==> src/rtl/mc_alu.sv <==
// Multi-cycle ALU: single-cycle simple ops, iterative signed shift-add MUL.
// Optional restoring signed DIV is compiled in with macro MC_ALU_DIV_EN.
module mc_alu #(
    parameter int WIDTH = 16,
    parameter int SHW   = $clog2(WIDTH)
) (
    input  logic             clk,
    input  logic             rst,
    input  logic             start,
    input  logic [3:0]       op,
    input  logic [WIDTH-1:0] a,
    input  logic [WIDTH-1:0] b,
    output logic             busy,
    output logic             done,
    output logic [WIDTH-1:0] result,
    output logic [WIDTH-1:0] result_hi,
    output logic             zero,
    output logic             div_by_zero
);
    localparam logic [3:0] OP_ADD = 4'b0000;
    localparam logic [3:0] OP_SUB = 4'b0001;
    localparam logic [3:0] OP_AND = 4'b0010;
    localparam logic [3:0] OP_OR  = 4'b0011;
    localparam logic [3:0] OP_SLL = 4'b0101;
    localparam logic [3:0] OP_SRL = 4'b0110;
    localparam logic [3:0] OP_SLT = 4'b0111;
    localparam logic [3:0] OP_MUL = 4'b1000;
`ifdef MC_ALU_DIV_EN
    localparam logic [3:0] OP_DIV = 4'b1001;
`endif
    localparam logic [WIDTH-1:0] W_VAL = WIDTH'(WIDTH);

    typedef enum logic [1:0] {IDLE, RUN, DONE} state_t;
    state_t state, state_nxt;

    logic [WIDTH-1:0] hi_q, lo_q, opnd_q;
    logic [SHW-1:0]   cnt;
    logic             neg_lo_q;
    logic [WIDTH-1:0] result_q, result_hi_q;
    logic             zero_q, dbz_q;

    logic             accept, go_run, last_step, div0, is_div_op;
    logic [WIDTH-1:0] simple_res, imm_res, imm_hi;
    logic [WIDTH-1:0] mag_a, mag_b, run_lo_init, run_opnd_init;
    logic [WIDTH-1:0] step_hi, step_lo, fin_lo, fin_hi;
    logic [WIDTH:0]   mul_sum;
    logic [WIDTH-1:0] mul_hi, mul_lo;
    logic [2*WIDTH-1:0] prod_s;

    assign accept    = start && (state != RUN);
    assign last_step = (state == RUN) && (cnt == SHW'(WIDTH-1));
    assign mag_a     = a[WIDTH-1] ? -a : a;
    assign mag_b     = b[WIDTH-1] ? -b : b;

    always_comb begin
        simple_res = '0;
        case (op)
            OP_ADD:  simple_res = a + b;
            OP_SUB:  simple_res = b - a;
            OP_AND:  simple_res = a & b;
            OP_OR:   simple_res = a | b;
            OP_SLL:  simple_res = (b >= W_VAL) ? '0 : a << b[SHW-1:0];
            OP_SRL:  simple_res = (b >= W_VAL) ? '0 : a >> b[SHW-1:0];
            OP_SLT:  simple_res = {{(WIDTH-1){1'b0}}, ($signed(b) < $signed(a))};
            default: simple_res = '0;
        endcase
    end

    // One shift-add step: {hi,lo} holds partial product over multiplier bits.
    always_comb begin
        mul_sum = {1'b0, hi_q} + {1'b0, (lo_q[0] ? opnd_q : '0)};
        mul_hi  = mul_sum[WIDTH:1];
        mul_lo  = {mul_sum[0], lo_q[WIDTH-1:1]};
    end

`ifdef MC_ALU_DIV_EN
    logic             neg_hi_q, is_div_q;
    logic [WIDTH:0]   div_shift, div_diff;
    logic             div_ge;
    logic [WIDTH-1:0] div_hi, div_lo;

    assign is_div_op = (op == OP_DIV);
    assign div0      = is_div_op && (b == '0);

    // Restoring step on magnitudes: hi is the partial remainder, lo shifts out dividend bits.
    always_comb begin
        div_shift     = {hi_q, lo_q[WIDTH-1]};
        div_diff      = div_shift - {1'b0, opnd_q};
        div_ge        = div_shift >= {1'b0, opnd_q};
        div_hi        = div_ge ? div_diff[WIDTH-1:0] : div_shift[WIDTH-1:0];
        div_lo        = {lo_q[WIDTH-2:0], div_ge};
        step_hi       = is_div_q ? div_hi : mul_hi;
        step_lo       = is_div_q ? div_lo : mul_lo;
        prod_s        = neg_lo_q ? -{step_hi, step_lo} : {step_hi, step_lo};
        fin_lo        = is_div_q ? (neg_lo_q ? -step_lo : step_lo) : prod_s[WIDTH-1:0];
        fin_hi        = is_div_q ? (neg_hi_q ? -step_hi : step_hi) : prod_s[2*WIDTH-1:WIDTH];
        run_lo_init   = is_div_op ? mag_a : mag_b;
        run_opnd_init = is_div_op ? mag_b : mag_a;
    end

    always_ff @(posedge clk or posedge rst) begin
        if (rst) begin
            neg_hi_q <= 1'b0;
            is_div_q <= 1'b0;
        end else if (accept && go_run) begin
            neg_hi_q <= a[WIDTH-1];
            is_div_q <= is_div_op;
        end
    end
`else
    assign is_div_op = 1'b0;
    assign div0      = 1'b0;

    always_comb begin
        step_hi       = mul_hi;
        step_lo       = mul_lo;
        prod_s        = neg_lo_q ? -{step_hi, step_lo} : {step_hi, step_lo};
        fin_lo        = prod_s[WIDTH-1:0];
        fin_hi        = prod_s[2*WIDTH-1:WIDTH];
        run_lo_init   = mag_b;
        run_opnd_init = mag_a;
    end
`endif

    assign go_run  = (op == OP_MUL) || (is_div_op && !div0);
    assign imm_res = div0 ? '1 : simple_res;
    assign imm_hi  = div0 ? a : '0;

    always_ff @(posedge clk or posedge rst) begin
        if (rst) state <= IDLE;
        else     state <= state_nxt;
    end

    always_comb begin
        state_nxt = state;
        case (state)
            IDLE:    if (start) state_nxt = go_run ? RUN : DONE;
            RUN:     if (last_step) state_nxt = DONE;
            DONE:    state_nxt = start ? (go_run ? RUN : DONE) : IDLE;
            default: state_nxt = IDLE;
        endcase
    end

    always_ff @(posedge clk or posedge rst) begin
        if (rst) begin
            hi_q        <= '0;
            lo_q        <= '0;
            opnd_q      <= '0;
            cnt         <= '0;
            neg_lo_q    <= 1'b0;
            result_q    <= '0;
            result_hi_q <= '0;
            zero_q      <= 1'b1;
            dbz_q       <= 1'b0;
        end else if (accept) begin
            if (go_run) begin
                hi_q     <= '0;
                lo_q     <= run_lo_init;
                opnd_q   <= run_opnd_init;
                cnt      <= '0;
                neg_lo_q <= a[WIDTH-1] ^ b[WIDTH-1];
            end else begin
                result_q    <= imm_res;
                result_hi_q <= imm_hi;
                zero_q      <= (imm_res == '0);
                dbz_q       <= div0;
            end
        end else if (state == RUN) begin
            hi_q <= step_hi;
            lo_q <= step_lo;
            cnt  <= cnt + 1'b1;
            if (last_step) begin
                result_q    <= fin_lo;
                result_hi_q <= fin_hi;
                zero_q      <= (fin_lo == '0);
                dbz_q       <= 1'b0;
            end
        end
    end

    assign busy        = (state == RUN);
    assign done        = (state == DONE);
    assign result      = result_q;
    assign result_hi   = result_hi_q;
    assign zero        = zero_q;
    assign div_by_zero = dbz_q;
endmodule

==> config.mk <==
export PLATFORM = sky130hd
export DESIGN_NAME = mc_alu
export DESIGN_NICKNAME = d
export VERILOG_FILES = /design/src/rtl/mc_alu.sv
export SDC_FILE = /design/constraint.sdc
export NUM_CORES = 1
export LEC_CHECK = 0
export BUFFER_PORTS_ARGS = -buffer_cell sky130_fd_sc_hd__clkbuf_2
export CORE_AREA = 8 8 191 193
export CTS_CLUSTER_SIZE = 20
export DETAILED_ROUTE_END_ITERATION = 8
export DIE_AREA = 0 0 199 201
export HOLD_SLACK_MARGIN = 0.08
export SKIP_LAST_GASP = 1
export SLEW_MARGIN = 20
export SYNTH_ARGS = -nofsm -noshare
export SYNTH_HDL_FRONTEND = slang
export SYNTH_SLANG_ARGS = --single-unit
==> constraint.sdc <==
create_clock -name clk -period 3.1 [get_ports clk]
set_clock_uncertainty 0.05 [all_clocks]
set_input_delay 0.93 -clock clk [delete_from_list [all_inputs] [get_ports clk]]
set_output_delay 0.93 -clock clk [all_outputs]
set_load 0.005 [all_outputs]
* Word level (Yosys, flattened, before mapping) *
Index checks and enable logic that the tools add are counted.

operators by class
  muxes and demuxes = 37
  shifts and indexed selects = 2
  magnitude comparators = 2
  bitwise operators = 3
  reductions and logical operators = 12
  equal/unequal tests = 15
  divide/modulo/power cells = 0
  add/sub/neg operators = 7
  multipliers = 0

operator list
  cell                                                                                  number
  16-bit two-way mux                                                                    19
  16-bit one-hot mux with 7 select lines                                                1
  16-bit zero test                                                                      2
  32-bit two-way mux                                                                    1
  16-bit negator                                                                        2
  32-bit negator                                                                        1
  16-bit by 16-bit adder with 17-bit output                                             1
  16-bit adder                                                                          1
  16-bit AND                                                                            1
  16-bit by 5-bit greater-or-equal comparator with 1-bit output, second input constant  1
  16-bit < comparator                                                                   1
  16-bit OR                                                                             1
  16-bit by 4-bit << shifter with 16-bit output                                         1
  16-bit by 4-bit right shift with 16-bit output                                        1
  16-bit subtractor                                                                     1
  4-bit by 3-bit equality test with 1-bit output, second input constant                 3
  4-bit two-way mux                                                                     3
  4-bit by 2-bit equality test with 1-bit output, second input constant                 2
  4-bit equality test, second input constant                                            2
  1-bit two-way mux                                                                     8
  2-bit two-way mux                                                                     4
  2-bit by 1-bit inequality test with 1-bit output, second input constant               3
  2-bit one-hot mux with 3 select lines                                                 1
  2-bit AND reduction                                                                   3
  11 further kinds                                                                      14

storage, ports and cells
  memories = 0
  flip-flop bits (word level) = 89
  ROM bits = 0
  RAM bits = 0
  bits in latches = 0
  word-level logic and storage cells = 88
  bits of input ports = 39

* Longest topological paths before layout *
Gate-level depths: netlist of run 1.

  depth in word-level cells = 8
  mapped depth = 15
  depth with buffers taken out = 13

* Least setup slack after synthesis of run 1 *
Ideal clock, no wire load.

  kind = input -> register
  from = input b[0]
  to = register zero_q (netlist: zero)
  arrival time = 4.252 ns
  library setup time = 0.079 ns
  path slack = -1.281 ns
  stages on the path = 14
  cells stage by stage = clkbuf_1 > buf_1 > inv_1 > ha_1 > fa_1 > o21bai_1 > a2111oi_0 > o31ai_1 > or3b_2 > a221oi_1 > o21ai_0 > nor3_1 > nand4b_1 > o21ai_0

on the way
  longest elaborated chain between the ends = 6

RTL lines
  what                                                                                         line    RTL
  from (decl)                                                                                  12      input logic [WIDTH-1:0] b,
  16-bit by 5-bit greater-or-equal comparator with 1-bit output, or another cell as far along  62, 63
  16-bit two-way mux, on equally long branches                                                 63, 62
  16-bit one-hot mux with 7 select lines (*)                                                   57      case (op)
  16-bit zero test (*)                                                                         165     zero_q <= (imm_res == '0);
  1-bit two-way mux (*)                                                                        156     if (go_run) begin
  1-bit two-way mux (*)                                                                        155     end else if (accept) begin
  to (signal assigned)                                                                         165
  to (signal assigned)                                                                         175     zero_q <= (fin_lo == '0);
  to (decl)                                                                                    40      logic zero_q, dbz_q;

Every way passes the cells marked *; elsewhere a longest branch is shown, timed or not. The select of a mux whose other input is x is not followed.
A chain may end at the register's enable or synchronous reset.

* Worst setup path in the final report of run 1 *
  from = input a[0]
  to = register zero_q (netlist: zero)

on the way
  longest elaborated chain between the ends = 6

RTL lines
  what                                                                       line  RTL
  from (decl)                                                                11    input logic [WIDTH-1:0] a,
  parallel branches: the longest is 2 deep, another holds 16-bit subtractor  -
  16-bit one-hot mux with 7 select lines (*)                                 57
  16-bit zero test (*)                                                       165
  1-bit two-way mux (*)                                                      156
  1-bit two-way mux (*)                                                      155

Mark *: on every way between the ends. The select of a mux whose other input is x is not followed.

==> results of run 1 <==
## through the flow
| step | worst slack, ps | hold WS, ps | cells | total power, mW | utilization (%) |
|---|---|---|---|---|---|
| 6_report | -223 | 418 | 2056 | 6.97 | 43.8 |
| 5_1_grt | -356 | 455 | 2056 | 7.43 | 43.8 |
| 4_1_cts | -207 | 430 | 2033 | 6.56 | 41.4 |
| 3_5_place_dp | -742 | 416 | 2007 | 5.22 | 39.4 |
| 3_3_place_gp | -787 | 402 | 2007 | 5.16 | 39.4 |
| 2_1_floorplan | -379 | 390 | 1259 | 3.71 | - |
## registers in the layout (all words and copies together), names as in the netlist
signal and count:
cnt 4, hi_q 16, lo_q 16, neg_lo_q 1
opnd_q 16, result 16, result_hi 16, state 2
zero 1
## cells by family (layout without fill, tap and decap cells)
family / count (synthesis) / count (layout) / synth area share, %
fa+ha+maj: 80 / 80 / 10.4
mux: 50 / 50 / 8.28
simple gates: 444 / 444 / 22.5
compound gates: 379 / 379 / 24.5
buf+inv: 147 / 496 / 5.69
other cells: 1 / 1 / 0.0380
xor+xnor: 70 / 70 / 6.22
flops: 88 / 88 / 22.4
## path summary, 6_finish.rpt
path	start	end	slack [ps]
worst min-delay path	result[0]	result[0]	420
worst min register to register	result[0]	result[0]	420
worst max register to register	lo_q[0]	result_hi[14]	-120
worst max-delay path	a[0]	zero	-220
min in group asynchronous	rst	result[13]	630
max in group asynchronous	rst	zero	1990
## worst max-delay path: cells and delay by family
| family | cells | cell delay, ps |
|---|---|---|
| AOI/OAI and AO/OA | 6 | 1350 |
| adders and majority gates | 2 | 620 |
| and+or+nand+nor | 3 | 420 |
| buffers and inverters | 2 | 240 |
## per-layer routing
metal | GRT usage [%] | vias up | share of wire, %
li1 | - | 5259 | -
met1 | 28.3 | 5311 | 46
met2 | 30.8 | 369 | 45
met3 | 2.78 | 64 | 5.6
met4 | 7.52 | 0 | 3.6
met5 | 0 | - | 0
## cell type report
cell class,count,share of cell area (%)
Timing Repair Buffer,417,22.1
Inverter,63,1.77
Tap cell,448,3.85
Clock inverter,6,0.644
Clock buffer,10,1.57
Sequential cell,88,15.1
Multi-Input combinational cell,1024,55.0
## cells in the final DEF, fill, tap and decap left out, types with 6 or more instances in the layout
master       n
o31ai_1     16
ha_4        18
a211oi_2     6
dfrtp_1     87
o21a_1      10
nand2_1    149
clkbuf_16   11
a22o_1       8
nor2b_1      7
xnor2_1     43
a21o_1      10
o41ai_1      6
buf_12       7
or3_1        6
buf_6       22
xor2_1      23
mux2i_1     14
inv_2       12
o21ai_0    104
nor4_1      11
nand3_1     39
o21ai_2     12
mux2_2      12
a21oi_1     58
o21ai_1     24
nand2b_1    18
inv_1       44
and2_1      16
nand4_1     11
nor2_1      86
nor3_1      22
a31oi_1     17
a21oi_2      8
clkbuf_2    64
buf_4      316
ha_1        56
o211ai_1    14
mux4_2      24
## power groups by stage
stage / clock network (mW) / registers, mW / logic [mW]
2_1_floorplan: 0 / 1.66 / 2.05
3_3_place_gp: 0 / 1.71 / 3.45
3_5_place_dp: 0 / 1.72 / 3.50
4_1_cts: 1.22 / 1.70 / 3.64
5_1_grt: 1.26 / 1.77 / 4.40
6_report: 1.19 / 1.73 / 4.04
## repair_timing
item	4_1_cts	5_1_grt
pin swaps	16	65
endpoints found under the hold margin	0	0
gates cloned	1	3
resized for setup	47	154
endpoints found under the setup margin	22	29
buffers inserted	9	24
==> flow_summary.json, run 1 <==
{
  "area_growth_pct": 47.9,
  "multiInputGateArea_um2": 8010,
  "clkSlewWorstSetupHoldPaths_ps": 70,
  "r2r_cells": 14,
  "worstPathCellList": "buf_6, ha_1, fa_2, a211oi_4, buf_4, o21bai_2, a2111oi_4, nor3_2, a221oi_2, o21ai_2, nor3_2, nand4b_1, o21ai_1",
  "required_ps": 3340,
  "tightest_slew_ps": 532,
  "cts_buffers": 9,
  "fin_crit_sh_pct": 107,
  "hp-class": "reg -> reg",
  "holdBufCountCts": 0,
  "ys_async_sr_fraction_pct": 100,
  "pwr-share-clk_pct": 17.1,
  "synth_area_per_cell_um2": 7.83,
  "max_slew_margin_pct": 64.2,
  "drt_iter0_drc": 995,
  "max_stage_delay_ps": 410,
  "antenna_found_initial": 0,
  "p_sw_mw": 2.84,
  "io_pins": 75,
  "power_per_cell_area_nw_per_um2": 478,
  "crit_arrival_ps": 3560,
  "fin_crit_ps": 3320,
  "power.internal_mw": 4.12,
  "hold_viol_final": 0,
  "antenna_left": 0,
  "cts_max_level": 3,
  "path_max_fanout": 3,
  "yosys.area.top_type": "dfrtp_1",
  "cp_common_cell": "nor3_2",
  "synth.net_count": 1378,
  "yosysUniqueCellTypes": 81,
  "grt_start_max_net_pins": 89,
  "drive_above_1_share_pct": 38.7,
  "dieArea_um2": 40000,
  "overflow": 0,
  "ys_ff_latch": 88,
  "rsz0062_at_grt": "yes",
  "n_antenna_cell": 0,
  "yosysTopAreaCellShare_pct": 22.1,
  "start_util_pct": 29.6,
  "yosysMostFrequentCell": "nand2_1",
  "drv_slew": 0,
  "vias": 11000,
  "grt_usage_pct": 20.2,
  "placed_area_um2": 13100,
  "syn-cell-area_um2": 9860,
  "cts.sinks": 88,
  "port_buffers": 73,
  "holdPathStages": 2,
  "pwr-share-seq_pct": 24.8,
  "tns_ps": -998,
  "synth_cells": 1259,
  "setup_viol": 10,
  "ys_top_cells_by_area": "dfrtp_1 22%, ha_1 9.8%, o21ai_0 7.0%",
  "postLayoutCellArea_um2": 14600,
  "grt_pass1_vias": 10400,
  "routedWlPerCell_um": 20.4,
  "setup_ws_ps": -223,
  "drc": 0,
  "cts_tree": "yes",
  "grt_pass1_wl_um": 62700,
  "row_count": 67,
  "place.gp.congestion": 1.01,
  "nets": 1722,
  "end_kind": "flip-flop",
  "synth_commonest_cells": "153 x nand2_1, 138 x o21ai_0, 89 x nor2_1, 87 x dfrtp_1, 77 x ha_1",
  "cts_root_buf": "clkbuf_16",
  "drtPass1Iterations": 5,
  "yosys_warnings": 0,
  "synth_edf_count": 0,
  "critical_path.slowest_cell": "a2111oi_4",
  "startpoint_type": "primary input",
  "status": "finished with violations",
  "viasPerCell": 5.35,
  "netSwitchingFraction_pct": 40.8,
  "seqCellArea_um2": 2200,
  "core_area_um2": 33300,
  "synth_ff_type": "dfrtp_1",
  "leakage_nw": 6.52,
  "combPwrFrac_pct": 58.1,
  "drt-total-wl_um": 42000,
  "dp_hpwl_um": 33300,
  "cts_buffer_depth": 2,
  "synth-seq-area-share_pct": 22.4,
  "violations": "negative setup slack",
  "final.fill_count": 3330,
  "die_w_um": 199,
  "fmax_ghz": 0.301,
  "clk_latency_ps": 360,
  "critical_path_class": "in -> reg",
  "die_y_um": 201,
  "vdd_drop_max_mv": 0.334,
  "cap_viol_max_count": 0
}
Note: power is estimated with default switching activity, not from simulation.
==> inputs of run 2 (changes only) <==
==> constraint.sdc (replaced) <==
create_clock -name clk -period 3.1 [get_ports clk]
set_clock_uncertainty 0.05 [all_clocks]
set_input_delay 0.93 -clock clk [delete_from_list [all_inputs] [get_ports clk]]
set_output_delay 0.93 -clock clk [all_outputs]
set_load 0.05 [all_outputs]
==> flow_summary.json, run 2 (synthesis results as in run 1) <==
{
  "status": "finished with violations",
  "violations": "negative setup slack",
  "grt_pass1_vias": 10700,
  "startpoint_type": "primary input",
  "fin_crit_sh_pct": 106,
  "routedWlPerCell_um": 20.6,
  "holdBufCountCts": 0,
  "end_kind": "flip-flop",
  "hp-class": "reg -> reg",
  "place_ws_ps": -744,
  "overflow": 0,
  "crit_arrival_ps": 3530,
  "drtPass1Iterations": 5,
  "cts_tree": "yes",
  "drt-total-wl_um": 42400,
  "clkSlewWorstSetupHoldPaths_ps": 70,
  "r2r_cells": 13,
  "max_stage_delay_ps": 410,
  "vias": 11200,
  "power_per_cell_area_nw_per_um2": 489,
  "fmax_ghz": 0.303,
  "start_util_pct": 29.6,
  "final_cell_mix": "321 x buf_4, 150 x nand2_1, 102 x o21ai_0",
  "holdPathStages": 2,
  "drive_above_1_share_pct": 38.9,
  "nets": 1725,
  "row_count": 67,
  "cap_viol_max_count": 0,
  "critical_path.slowest_cell": "fa_2",
  "cts_root_buf": "clkbuf_16",
  "dp_hpwl_um": 33300,
  "cts_buffers": 9,
  "grt_pass1_wl_um": 64200,
  "cts.sinks": 88,
  "min_to": "result[0]",
  "rsz0062_at_grt": "yes",
  "cts_buffer_depth": 2,
  "n_antenna_cell": 0,
  "path_delay_family": "compound AO/OA/AOI/OAI gates",
  "finish.utilization_pct": 43.8,
  "port_buffers": 73,
  "dieArea_um2": 40000,
  "tightest_slew_ps": 533,
  "antenna_left": 0,
  "max_slew_margin_pct": 64.5,
  "min-delay-start": "result[0]",
  "critical_path_class": "in -> reg",
  "cts_max_level": 3,
  "path_max_fanout": 3,
  "setup_ws_ps": -195,
  "clk_latency_ps": 350,
  "r2r-end": "result_hi[14]",
  "reg2reg_from": "lo_q[0]",
  "layout.cells.most_common": "buf_4",
  "tns_ps": -707,
  "critPathBufInv": 2,
  "vdd_drop_max_mv": 0.319,
  "regToRegSetupSlack_ps": -80,
  "die_w_um": 199,
  "core_area_um2": 33300,
  "cp_common_cell": "nor3_2",
  "grt_usage_pct": 20.4,
  "fin_crit_ps": 3300,
  "die_y_um": 201,
  "setup_viol": 10,
  "p_total_mw": 7.12,
  "hold_ws_ps": 425,
  "grt_start_max_net_pins": 89,
  "antenna_found_initial": 0,
  "place.gp.congestion": 1.00,
  "hold_viol_final": 0,
  "io_pins": 75,
  "final.fill_count": 3319,
  "area_growth_pct": 47.7,
  "leakage_nw": 6.53,
  "drv_slew": 0,
  "drc": 0,
  "required_ps": 3340,
  "viasPerCell": 5.45,
  "worstPathCellList": "buf_8, ha_4, fa_2, a211oi_4, buf_4, o21bai_4, a2111oi_4, nor3_2, a221oi_2, o21ai_2, nor3_2, nand4b_1, o21ai_1",
  "cp.depth": 13,
  "drt_iter0_drc": 1015
}
==> run 2: layer usage <==
metal  GRT usage, %  part of all wire, %  vias up
met5              0                    0        -
met4           5.64                  2.8        0
met3           1.93                  5.6       63
met2           32.5                   46      396
met1           29.0                   46     5490
li1               -                    -     5270
==> run 2: final cells by class <==
type / instances / area, um^2 / share of cell area, %
Inverter: 63 / 270 / 1.86
Multi-Input combinational cell: 1024 / 7940 / 54.5
Sequential cell: 88 / 2200 / 15.1
Timing Repair Buffer: 420 / 3260 / 22.4
Clock inverter: 6 / 82.6 / 0.567
Clock buffer: 10 / 239 / 1.64
Tap cell: 448 / 561 / 3.85
==> run 2: metrics by stage <==
stage | area [um^2] | instances
after floorplan | 10200 | 1259
after global placement | 13100 | 2007
after detailed placement | 13100 | 2007
after CTS | 13900 | 2033
after global routing | 14600 | 2059
final | 14600 | 2059
==> run 2: worst max-delay path by stage <==
stage | startpoint | end | slack [ps]
after global placement | b[4] | result[15] | -780
final | b[0] | zero | -200
after floorplan | b[2] | zero | -380
after global routing | b[0] | zero | -300
after detailed placement | b[4] | zero | -740
after CTS | b[0] | zero | -140
==> run 2: power breakdown <==
group	leakage [nW]	total (mW)	internal, mW	switching, mW
Clock	0.158	1.20	0.724	0.473
Combinational	5.23	4.21	1.91	2.30
Sequential	1.14	1.71	1.44	0.274
Total	6.53	7.12	4.07	3.05
==> run 2: worst min-delay path: stages, from the launching register on <==
cell	delay, ps
dfrtp_1	350
nand2_1	50
nand2_1	50
==> run 2: repair_timing <==
action,in CTS,in global routing
pin swaps,23,61
buffers inserted,10,26
gates resized for setup,70,142
endpoints found under the setup margin,22,26
gates cloned,0,4
